<file path="config.mk">
export PLATFORM = sky130hd
export DESIGN_NAME = muldiv
export DESIGN_NICKNAME = d
export VERILOG_FILES = /design/src/rtl/muldiv_pkg.sv /design/src/rtl/muldiv_step.sv /design/src/rtl/muldiv.sv
export SDC_FILE = /design/constraint.sdc
export NUM_CORES = 1
export LEC_CHECK = 0
export ABC_AREA = 1
export CORE_MARGIN = 5
export CORE_UTILIZATION = 55
export CTS_BUF_LIST = sky130_fd_sc_hd__clkbuf_4 sky130_fd_sc_hd__clkbuf_8 sky130_fd_sc_hd__clkbuf_16
export DETAILED_ROUTE_END_ITERATION = 12
export PLACE_DENSITY = 0.76
export SYNTH_ARGS = -nofsm -noshare
export SYNTH_HDL_FRONTEND = slang
export SYNTH_SLANG_ARGS = --single-unit
</file>
<file path="constraint.sdc">
create_clock -name clk -period 4.29 [get_ports clk]
set_input_delay 0.6435 -clock clk [delete_from_list [all_inputs] [get_ports clk]]
set_output_delay 0.6435 -clock clk [all_outputs]
set_load 0.005 [all_outputs]
</file>
<file path="src/rtl/muldiv_pkg.sv">
// Shared encodings for the iterative multiply/divide unit.
package muldiv_pkg;

  localparam int MD_ITERS = 32;

  localparam logic [1:0] OP_MUL   = 2'b00;
  localparam logic [1:0] OP_MULHU = 2'b01;
  localparam logic [1:0] OP_UDIV  = 2'b10;
  localparam logic [1:0] OP_UREM  = 2'b11;

  // Flag bit positions, identical to the ALU NZCV layout.
  localparam int FLAG_N = 3;
  localparam int FLAG_Z = 2;
  localparam int FLAG_C = 1;
  localparam int FLAG_V = 0;

  typedef enum logic [1:0] {
    ST_IDLE = 2'd0,
    ST_RUN  = 2'd1,
    ST_DONE = 2'd2
  } md_state_t;

  // Packs a result and its carry/overflow into the NZCV vector.
  function automatic logic [3:0] md_flags(input logic [31:0] r, input logic c, input logic v);
    logic [3:0] f;
    f         = 4'b0000;
    f[FLAG_N] = r[31];
    f[FLAG_Z] = (r == 32'd0);
    f[FLAG_C] = c;
    f[FLAG_V] = v;
    return f;
  endfunction

endpackage

</file>
<file path="src/rtl/muldiv_step.sv">
// One iteration of the shared datapath: 33-bit add (multiply) or
// 33-bit subtract with borrow (restoring divide).
module muldiv_step
  import muldiv_pkg::*;
(
  input  logic        i_sub,
  input  logic [32:0] i_x,
  input  logic [31:0] i_y,
  output logic [32:0] o_sum,
  output logic        o_borrow
);

  logic [33:0] w_y;
  logic [33:0] w_full;

  // Extra top bit only carries the sign of a subtract; an add never sets it.
  assign w_y      = i_sub ? ~{2'b00, i_y} : {2'b00, i_y};
  assign w_full   = {1'b0, i_x} + w_y + {33'd0, i_sub};
  assign o_sum    = w_full[32:0];
  assign o_borrow = w_full[33];

endmodule

</file>
<file path="src/rtl/muldiv.sv">
// Iterative 32-bit unsigned multiply/divide with start/busy/done handshake.
module muldiv
  import muldiv_pkg::*;
#(
  parameter int WIDTH = 32
) (
  input  logic             clk,
  input  logic             reset,
  input  logic             start,
  input  logic [1:0]       op,
  input  logic [WIDTH-1:0] a,
  input  logic [WIDTH-1:0] b,
  output logic             busy,
  output logic             done,
  output logic [WIDTH-1:0] res,
  output logic [3:0]       flags
);

  md_state_t   r_state;
  logic [4:0]  r_cnt;
  logic [1:0]  r_op;
  logic [31:0] r_a;
  logic [31:0] r_b;
  logic [63:0] r_p;
  logic [31:0] r_res;
  logic [3:0]  r_flags;

  logic        w_is_div;
  logic        w_divz;
  logic        w_last;
  logic [32:0] w_x;
  logic [31:0] w_y;
  logic [32:0] w_sum;
  logic        w_borrow;
  logic [63:0] w_p_next;
  logic [31:0] w_res_next;
  logic [3:0]  w_flags_next;

  assign w_is_div = r_op[1];
  assign w_divz   = w_is_div && (r_b == 32'd0);
  assign w_last   = w_divz || (r_cnt == 5'(MD_ITERS - 1));

  // Multiply adds the multiplicand into the high word; divide trials the
  // shifted remainder (33 bits, since the shift can overflow 32) against b.
  assign w_x = w_is_div ? r_p[63:31] : {1'b0, r_p[63:32]};
  assign w_y = w_is_div ? r_b : r_a;

  muldiv_step u_step (
    .i_sub    (w_is_div),
    .i_x      (w_x),
    .i_y      (w_y),
    .o_sum    (w_sum),
    .o_borrow (w_borrow)
  );

  // Next product / remainder:quotient register for one iteration.
  always_comb begin
    w_p_next = r_p;
    if (w_is_div) begin
      if (w_borrow) w_p_next = {r_p[62:0], 1'b0};
      else          w_p_next = {w_sum[31:0], r_p[30:0], 1'b1};
    end else begin
      if (r_p[0]) w_p_next = {w_sum, r_p[31:1]};
      else        w_p_next = {1'b0, r_p[63:1]};
    end
  end

  // Final result and flags, taken from the register value after the last step.
  always_comb begin
    w_res_next = 32'd0;
    case (r_op)
      OP_MUL:   w_res_next = w_p_next[31:0];
      OP_MULHU: w_res_next = w_p_next[63:32];
      OP_UDIV:  w_res_next = w_divz ? 32'hFFFF_FFFF : w_p_next[31:0];
      OP_UREM:  w_res_next = w_divz ? r_a : w_p_next[63:32];
      default:  w_res_next = 32'd0;
    endcase
    w_flags_next = md_flags(w_res_next,
                            (r_op == OP_MUL) && (w_p_next[63:32] != 32'd0),
                            w_divz);
  end

  // FSM, operand latch, iteration counter and result registers.
  always_ff @(posedge clk) begin
    if (reset) begin
      r_state <= ST_IDLE;
      r_cnt   <= 5'd0;
      r_op    <= OP_MUL;
      r_a     <= 32'd0;
      r_b     <= 32'd0;
      r_p     <= 64'd0;
      r_res   <= 32'd0;
      r_flags <= 4'b0000;
    end else begin
      case (r_state)
        ST_RUN: begin
          r_p   <= w_p_next;
          r_cnt <= r_cnt + 5'd1;
          if (w_last) begin
            r_res   <= w_res_next;
            r_flags <= w_flags_next;
            r_state <= ST_DONE;
          end
        end
        default: begin
          // IDLE and DONE are both ready; DONE falls back to IDLE unless a
          // new request arrives in the same cycle.
          if (start) begin
            r_state <= ST_RUN;
            r_cnt   <= 5'd0;
            r_op    <= op;
            r_a     <= a;
            r_b     <= b;
            r_p     <= op[1] ? {32'd0, a} : {32'd0, b};
          end else begin
            r_state <= ST_IDLE;
          end
        end
      endcase
    end
  end

  assign busy  = (r_state == ST_RUN);
  assign done  = (r_state == ST_DONE);
  assign res   = r_res;
  assign flags = r_flags;

endmodule

</file>
---- Yosys cells after proc, flatten, opt, wreduce, memory -nomap -nowiden ----
Cells that the tools add are included.
word-level totals
  register bits after elaboration ......... 173
  input port bits ......................... 69
  word-level logic and storage cells ...... 47
operators by class
  mux-type cells .......................... 17
  add/subtract/negate cells ............... 3
  reduce and logical (&&, ||, !) cells .... 10
  bitwise operators ....................... 2
  equality and inequality tests ........... 7
operators with widths
  cell                   count
  $mux W64               5
  $mux W32               4
  $pmux W32 S4           1
  $logic_not A32 Y1      2
  $add A33 B34 Y34       1
  $add A34 B1 Y34        1
  $mux W34               1
  $not A32 Y34           1
  $mux W33               1
  $reduce_bool A32 Y1    1
  $mux W5                2
  $eq A2 B2 Y1 const B   3
  $add A5 B1 Y5 const B  1
  $eq A5 B5 Y1 const B   1
  $eq A2 B1 Y1 const B   2
  $mux W2                2
  $reduce_and A2 Y1      2
  $logic_and A1 B1 Y1    2
  $logic_not A2 Y1       1
  $ne A2 B1 Y1 const B   1
  $reduce_bool A2 Y1     1
  $logic_or A1 B1 Y1     1
  $mux W1                1
  $not A1 Y1             1

---- Depth between registers and ports, before layout ----
  depth after elaboration ................. 10
  mapped depth ............................ 33
  mapped depth without buffers ............ 28

---- Hierarchy ----
Synthesis repeated with hierarchy kept, for this count alone.
second synthesis, totals
  cell total of the unflattened synthesis .. 2127
  area, all modules ....................... 12762.2 um2
modules (own cells, without submodules)
  module       area an instance (um2)  seq. area each (um2)  cells an instance  instances
  muldiv       10092.2                 3443.3                1614               1
  muldiv_step  2670.1                  0.0                   513                1

---- Worst setup path after synthesis ----
No wires, ideal clock.
  path type ............................... register to register
  start ................................... register r_op[1]
  end ..................................... register r_flags[2], in the netlist flags[2]
  path buffers ............................ 6
  setup slack ............................. 0.514 ns
  arrival time ............................ 3.717 ns
  cell stages (with the launch flop) ...... 28
  clock period less this slack ............ 3.776 ns
  setup time .............................. 0.059 ns
  data required time ...................... 4.231 ns
  path through ............................ dfxtp_1 -> inv_2 -> clkbuf_1 -> buf_1 -> clkbuf_1 -> buf_1 -> nand2_1 -> o21ai_0 -> ha_1 -> a21oi_1 -> nand2_1 -> nand2_1 -> nand3_1 -> a21oi_1 -> buf_2 -> nand3_2 -> buf_2 -> nand3_1 -> nand2_1 -> nand3_1 -> nand2_1 -> nand2_1 -> nand2_1 -> inv_1 -> nand2_1 -> nor3_1 -> nand2_1 -> nand2_1
between the ends
  cells in the longest elaborated chain, start to end .. 10
  elaborated cells on any way between the ends .. 20
  those cells by class .................... add/sub: 2; eq/ne: 3; mux: 9; bitwise: 1; reduce/logical: 5
RTL lines
  item                                RTL line                    source
  start, declared                     muldiv.sv:21                logic [1:0] r_op;
  start signal, assigned              muldiv.sv:111               r_op <= op;
  $mux W32                            muldiv.sv:46                assign w_y = w_is_div ? r_b : r_a;
  $not A32 Y34                        muldiv_step.sv:17           assign w_y = i_sub ? ~{2'b00, i_y} : {2'b00, i_y};
  $mux W34                            muldiv_step.sv:17
  $add A33 B34 Y34                    muldiv_step.sv:18           assign w_full = {1'b0, i_x} + w_y + {33'd0, i_sub};
  $add A34 B1 Y34                     muldiv_step.sv:18
  $mux W64, on equally long branches  muldiv.sv:63, muldiv.sv:60
  $mux W64                            muldiv.sv:59                if (w_is_div) begin
  $mux W32, on equally long branches  muldiv.sv:75, muldiv.sv:74
  $pmux W32 S4                        muldiv.sv:71                case (r_op)
  $logic_not A32 Y1                   muldiv_pkg.sv:28            f[FLAG_Z] = (r == 32'd0);
  end signal, assigned                muldiv.sv:101               r_flags <= w_flags_next;
  end, declared                       muldiv.sv:26                logic [3:0] r_flags;
Parallel ways exist; a longest one is shown, timed or not.
A chain may end at the register's enable or synchronous reset.

---- Worst setup path after layout ----
  start ................................... register r_op[1]
  end ..................................... register r_flags[1], in the netlist flags[1]
between the ends
  cells in the longest elaborated chain, start to end .. 9
  elaborated cells on any way between the ends .. 15
  those cells by class .................... add/sub: 2; mux: 6; bitwise: 1; reduce/logical: 6
RTL lines
  item                                RTL line                    source
  $mux W32                            muldiv.sv:46
  $not A32 Y34                        muldiv_step.sv:17
  $mux W34                            muldiv_step.sv:17
  $add A33 B34 Y34                    muldiv_step.sv:18
  $add A34 B1 Y34                     muldiv_step.sv:18
  $mux W64, on equally long branches  muldiv.sv:63, muldiv.sv:60
  $mux W64                            muldiv.sv:59
  $reduce_bool A32 Y1                 muldiv.sv:79                (r_op == OP_MUL) && (w_p_next[63:32] != 32'd0),
  $logic_and A1 B1 Y1                 muldiv.sv:79
Parallel ways exist; a longest one is shown, timed or not.

==> results by stage <==
Synthesis:
- Averaged over all synthesized cells, the footprint is around 5.7 um2.
- The biggest area contributor in the post-synthesis netlist is dfxtp_1.
- The number of flip-flops and latches in the synthesized netlist is 172.
- After synthesis, the largest area contributor takes up 27.4% of total cell area.
- Counting instances in the post-synthesis netlist gives the leading cell types as nand2_1 (791), nor2_1 (226), inv_1 (211).
- In the synthesized netlist, the number of instances is 2201.
- The synthesized net count is 2304.
- The number of synthesized flops with an enable pin is 0.
- Sorting the synthesized cells by area gives the leading types as dfxtp_1 (27%), nand2_1 (24%), o21ai_0 (8.0%), nor2_1 (6.7%), inv_1 (6.3%).
- The sequential area share after synthesis is 27.4%.
- Yosys instantiated no cell more often than nand2_1.
- The total number of yosys warnings is 0.
- For this run, asynchronously set or reset flops after synthesis account for 0%.
- Counting distinct cell types in the post-synthesis netlist gives 41.
- The mapped netlist covers roughly 13000 um2.
- The commonest register cell after synthesis is dfxtp_1.

Clocking:
- The sink count of the clock tree is around 170.
- The hold buffer count at cts is 0.
- The TritonCTS clock tree is built.
- The number of levels in the clock H-tree is 4.
- The clock tree root driver cell is clkbuf_16.
- The clock-pin slew on the worst setup and hold paths is 0.07 ns.
- The later pin in the worst-skew pair is clocked with a latency of 0.45 ns.
- The maximum count of clock buffers along a single path is 2.
- The total CTS buffers is 17.

Cells and area:
- The synthesis-to-layout area growth is 15.0%.
- After the last flow step, the layout net total stands at 2347.
- The number of standard cells in the final layout excluding fillers is 2542.
- The final design instance area without fill is approximately 14000 um2.
- The filler cells instantiated in the layout total between 2000 and 2500.
- The register area is 3450 um2.
- The post-route netlist has 4.52% of its cells at a drive strength greater than 1.
- The total inserted antenna cells is 0.
- The area of the multi-input gates is between 7000 and 8000 um2.

Floorplan:
- The region available for standard cell placement spans 22600 um2.
- In this run the count of I/O pins placed on the die edge is 107.
- Once the floorplan was initialized, standard cells occupied 55.8% of the core.
- In this run the core area contains 55 standard-cell rows.
- The width of the die is 161 um.
- The die footprint is 26000 um2.
- The chip height is around 160 um.

Timing:
- The worst max-slew margin expressed relative to the limit is 10.4%.
- Setup slack on the critical path of the routed design comes to 0.207 ns.
- At the pin with the least slew margin, the transition time is around 1.3 ns.
- The total of endpoints with negative setup slack in the final report is 0.
- On the final layout, the worst clock skew is 0.0199 ns.
- The number of slew-limit violations in the final report is 0.
- The maximum clock frequency is 0.245 GHz.
- The tightest hold margin is roughly 0.46 ns.
- After layout, the worst path uses 95.2% of the clock period.
- The final number of hold-violating endpoints is 0.
- The clock period could shrink to 4.08 ns.
- Setup repair after global routing left no endpoint under its margin.
- The final total negative setup slack is 0 ns.

Power and ir drop:
- For this design the static power due to leakage is 6.87 nW.
- The peak supply drop is 0.235 mV.
- The power density of the placed cells is between 300 and 400 nW/um2.

Routing:
- After detailed routing, the average wire length per cell comes to 19.5 um.
- The via count normalized by instance count is 5.97.
- The DRC violation count after routing is 0.
- For this block, the via count after detailed routing is about 15000.
- The wire length after detailed routing is between 40000 and 50000 um.
- The number of antenna-violating nets in the routed design is 0.
- The first TritonRoute pass finished after 9 iterations.
- In this run, the number of DRC markers left after iteration 0 of detailed routing was 1881.

Setup path:
- The largest fanout on the critical path is 32.
- Traced cell by cell, the critical path runs through inv_4, buf_12, o21ai_0, ha_1, inv_1, nor2_1, nand2_1, o21bai_1, nand2_1, a21oi_1, buf_4, nand2_2, buf_12, inv_2, o21ai_1, nand2_1, nand2_1, nor4_2, buf_4, nand4_1, nand2_1, nand2_1.
- The worst setup path is launched from a register.
- The slowest cell on the critical path is o21ai_0.
- The worst setup path is of the reg -> reg kind.
- At the worst endpoint, the required time is 4.63 ns.
- STA puts the critical path data arrival time at between 4 and 5 ns.
- The worst setup path is captured at a register.
- The maximum single-stage delay on the critical path is roughly 0.47 ns.
- The cell seen most often among critical-path stages is nand2_1.
- For the worst flop-to-flop path, the logic depth is 22.

GRT:
- The wire length of the first global-routing pass is 77500 um.
- Global routing used 37.2% of the available tracks across all layers.
- The maximum number of pins on one net before global-route repair is 64.
- The initial antenna violation count is 0.
- The via count of the first global-routing pass is 14300.
- The leftover overflow at the end of global routing is 0.

Placement:
- The count of placed standard cells including taps is around 2500.
- The instance area after placement is 13800 um2.
- Buffers placed on the I/O ports in this run total between 100 and 150.
- The placement-stage worst setup slack is 0.0367 ns.
- Routability-driven placement finished with a final weighted congestion of 1.00.
- Once detailed placement completed, the half-perimeter wirelength came to 37500 um.

Run status:
- The flow ran to the end, and the final reports show no timing, DRC or antenna violations.

Worst hold path:
- The number of stages on the worst hold path is 2.
- The path class of the tightest hold or removal check is reg -> reg.

Job:
- The number of violations of the max-capacitance limit is 0.
==> routing by layer <==
layer	track usage, %	wire length (um)
met2	61.9	22700
met1	45.5	19200
met5	0	0
met4	21.4	3650
met3	6.25	4140
==> where the power goes <==
part	switching [W]	internal, W	total, W
Combinational	0.000902	0.000448	0.00135
Sequential	0.0000978	0.00168	0.00178
Clock	0.000776	0.000813	0.00159
Total	0.00178	0.00294	0.00472
==> path summary, 6_finish.rpt <==
path / from / endpoint / slack (ns)
worst max-delay path: r_op[1]$_SDFFE_PP0P_ / flags[1]$_SDFFE_PP0P_ / 0.21
worst min-delay path: res[10]$_SDFFE_PP0P_ / res[10]$_SDFFE_PP0P_ / 0.46
worst max register to register: r_op[1]$_SDFFE_PP0P_ / flags[1]$_SDFFE_PP0P_ / 0.21
worst min register to register: res[10]$_SDFFE_PP0P_ / res[10]$_SDFFE_PP0P_ / 0.46
==> registers in the layout, summed over array words and instances, names as in the netlist <==
register / count
r_b: 32
res: 32
flags: 3
r_a: 32
r_state: 2
r_cnt: 5
r_op: 2
r_p: 64
==> stage by stage <==
step                util [%]  total power [W]
floorplan                  -          0.00265
global placement        61.3          0.00310
detailed placement      61.3          0.00311
CTS                     63.9          0.00466
global route            64.1          0.00493
finish                  64.1          0.00472
==> cell type report <==
type / instances / area share [%]
multi-input cells: 1698 / 54.5
clock inverters: 13 / 0.994
repair buffers: 138 / 9.47
inverters: 217 / 5.64
flip-flops and latches: 172 / 23.8
clock buffers: 19 / 3.13
well taps: 285 / 2.46
==> worst max-delay path, delay by kind of cell, from the launching register on <==
kind,cells,cell delay (ns)
adders and majority gates,1,0.38
AOI/OAI and AO/OA,4,0.88
and+or+nand+nor,10,1.19
buffers and inverters,7,1.16
DFF,1,0.36
==> timing repair <==
action / 4_1_cts / 5_1_grt
setup buffers: 0 / 1
gates resized for setup: 0 / 12
setup endpoints to repair: 0 / 6
==> cells in the final DEF (no fill, tap or decap), drive strengths merged, types with 7 or more instances in the layout <==
master / synthesis / routed
nand2: 796 / 796
nor2: 227 / 227
inv: 216 / 225
o21ai: 210 / 210
dfxtp: 172 / 172
nand3: 137 / 137
clkdlybuf4s50: 0 / 105
a21oi: 103 / 103
ha: 33 / 33
buf: 34 / 33
a31oi: 32 / 32
o22ai: 30 / 30
o211ai: 29 / 29
nand4: 21 / 21
clkbuf: 80 / 19
nand3b: 15 / 15
nor3: 13 / 13
o21a: 13 / 13
or2: 10 / 10
xor2: 7 / 7
==> cell families (layout without fill, tap and decap cells) <==
group / Yosys count / count (layout) / synth area share [%]
buffers and inverters: 331 / 387 / 10.3
and+or+nand+nor: 1230 / 1230 / 39.8
adders and majority gates: 34 / 34 / 3.44
xor gates and xnor gates: 8 / 8 / 0.557
AOI/OAI and AO/OA: 426 / 426 / 18.6
DFF: 172 / 172 / 27.4
No activity file was read; power rests on OpenSTA's default activity.
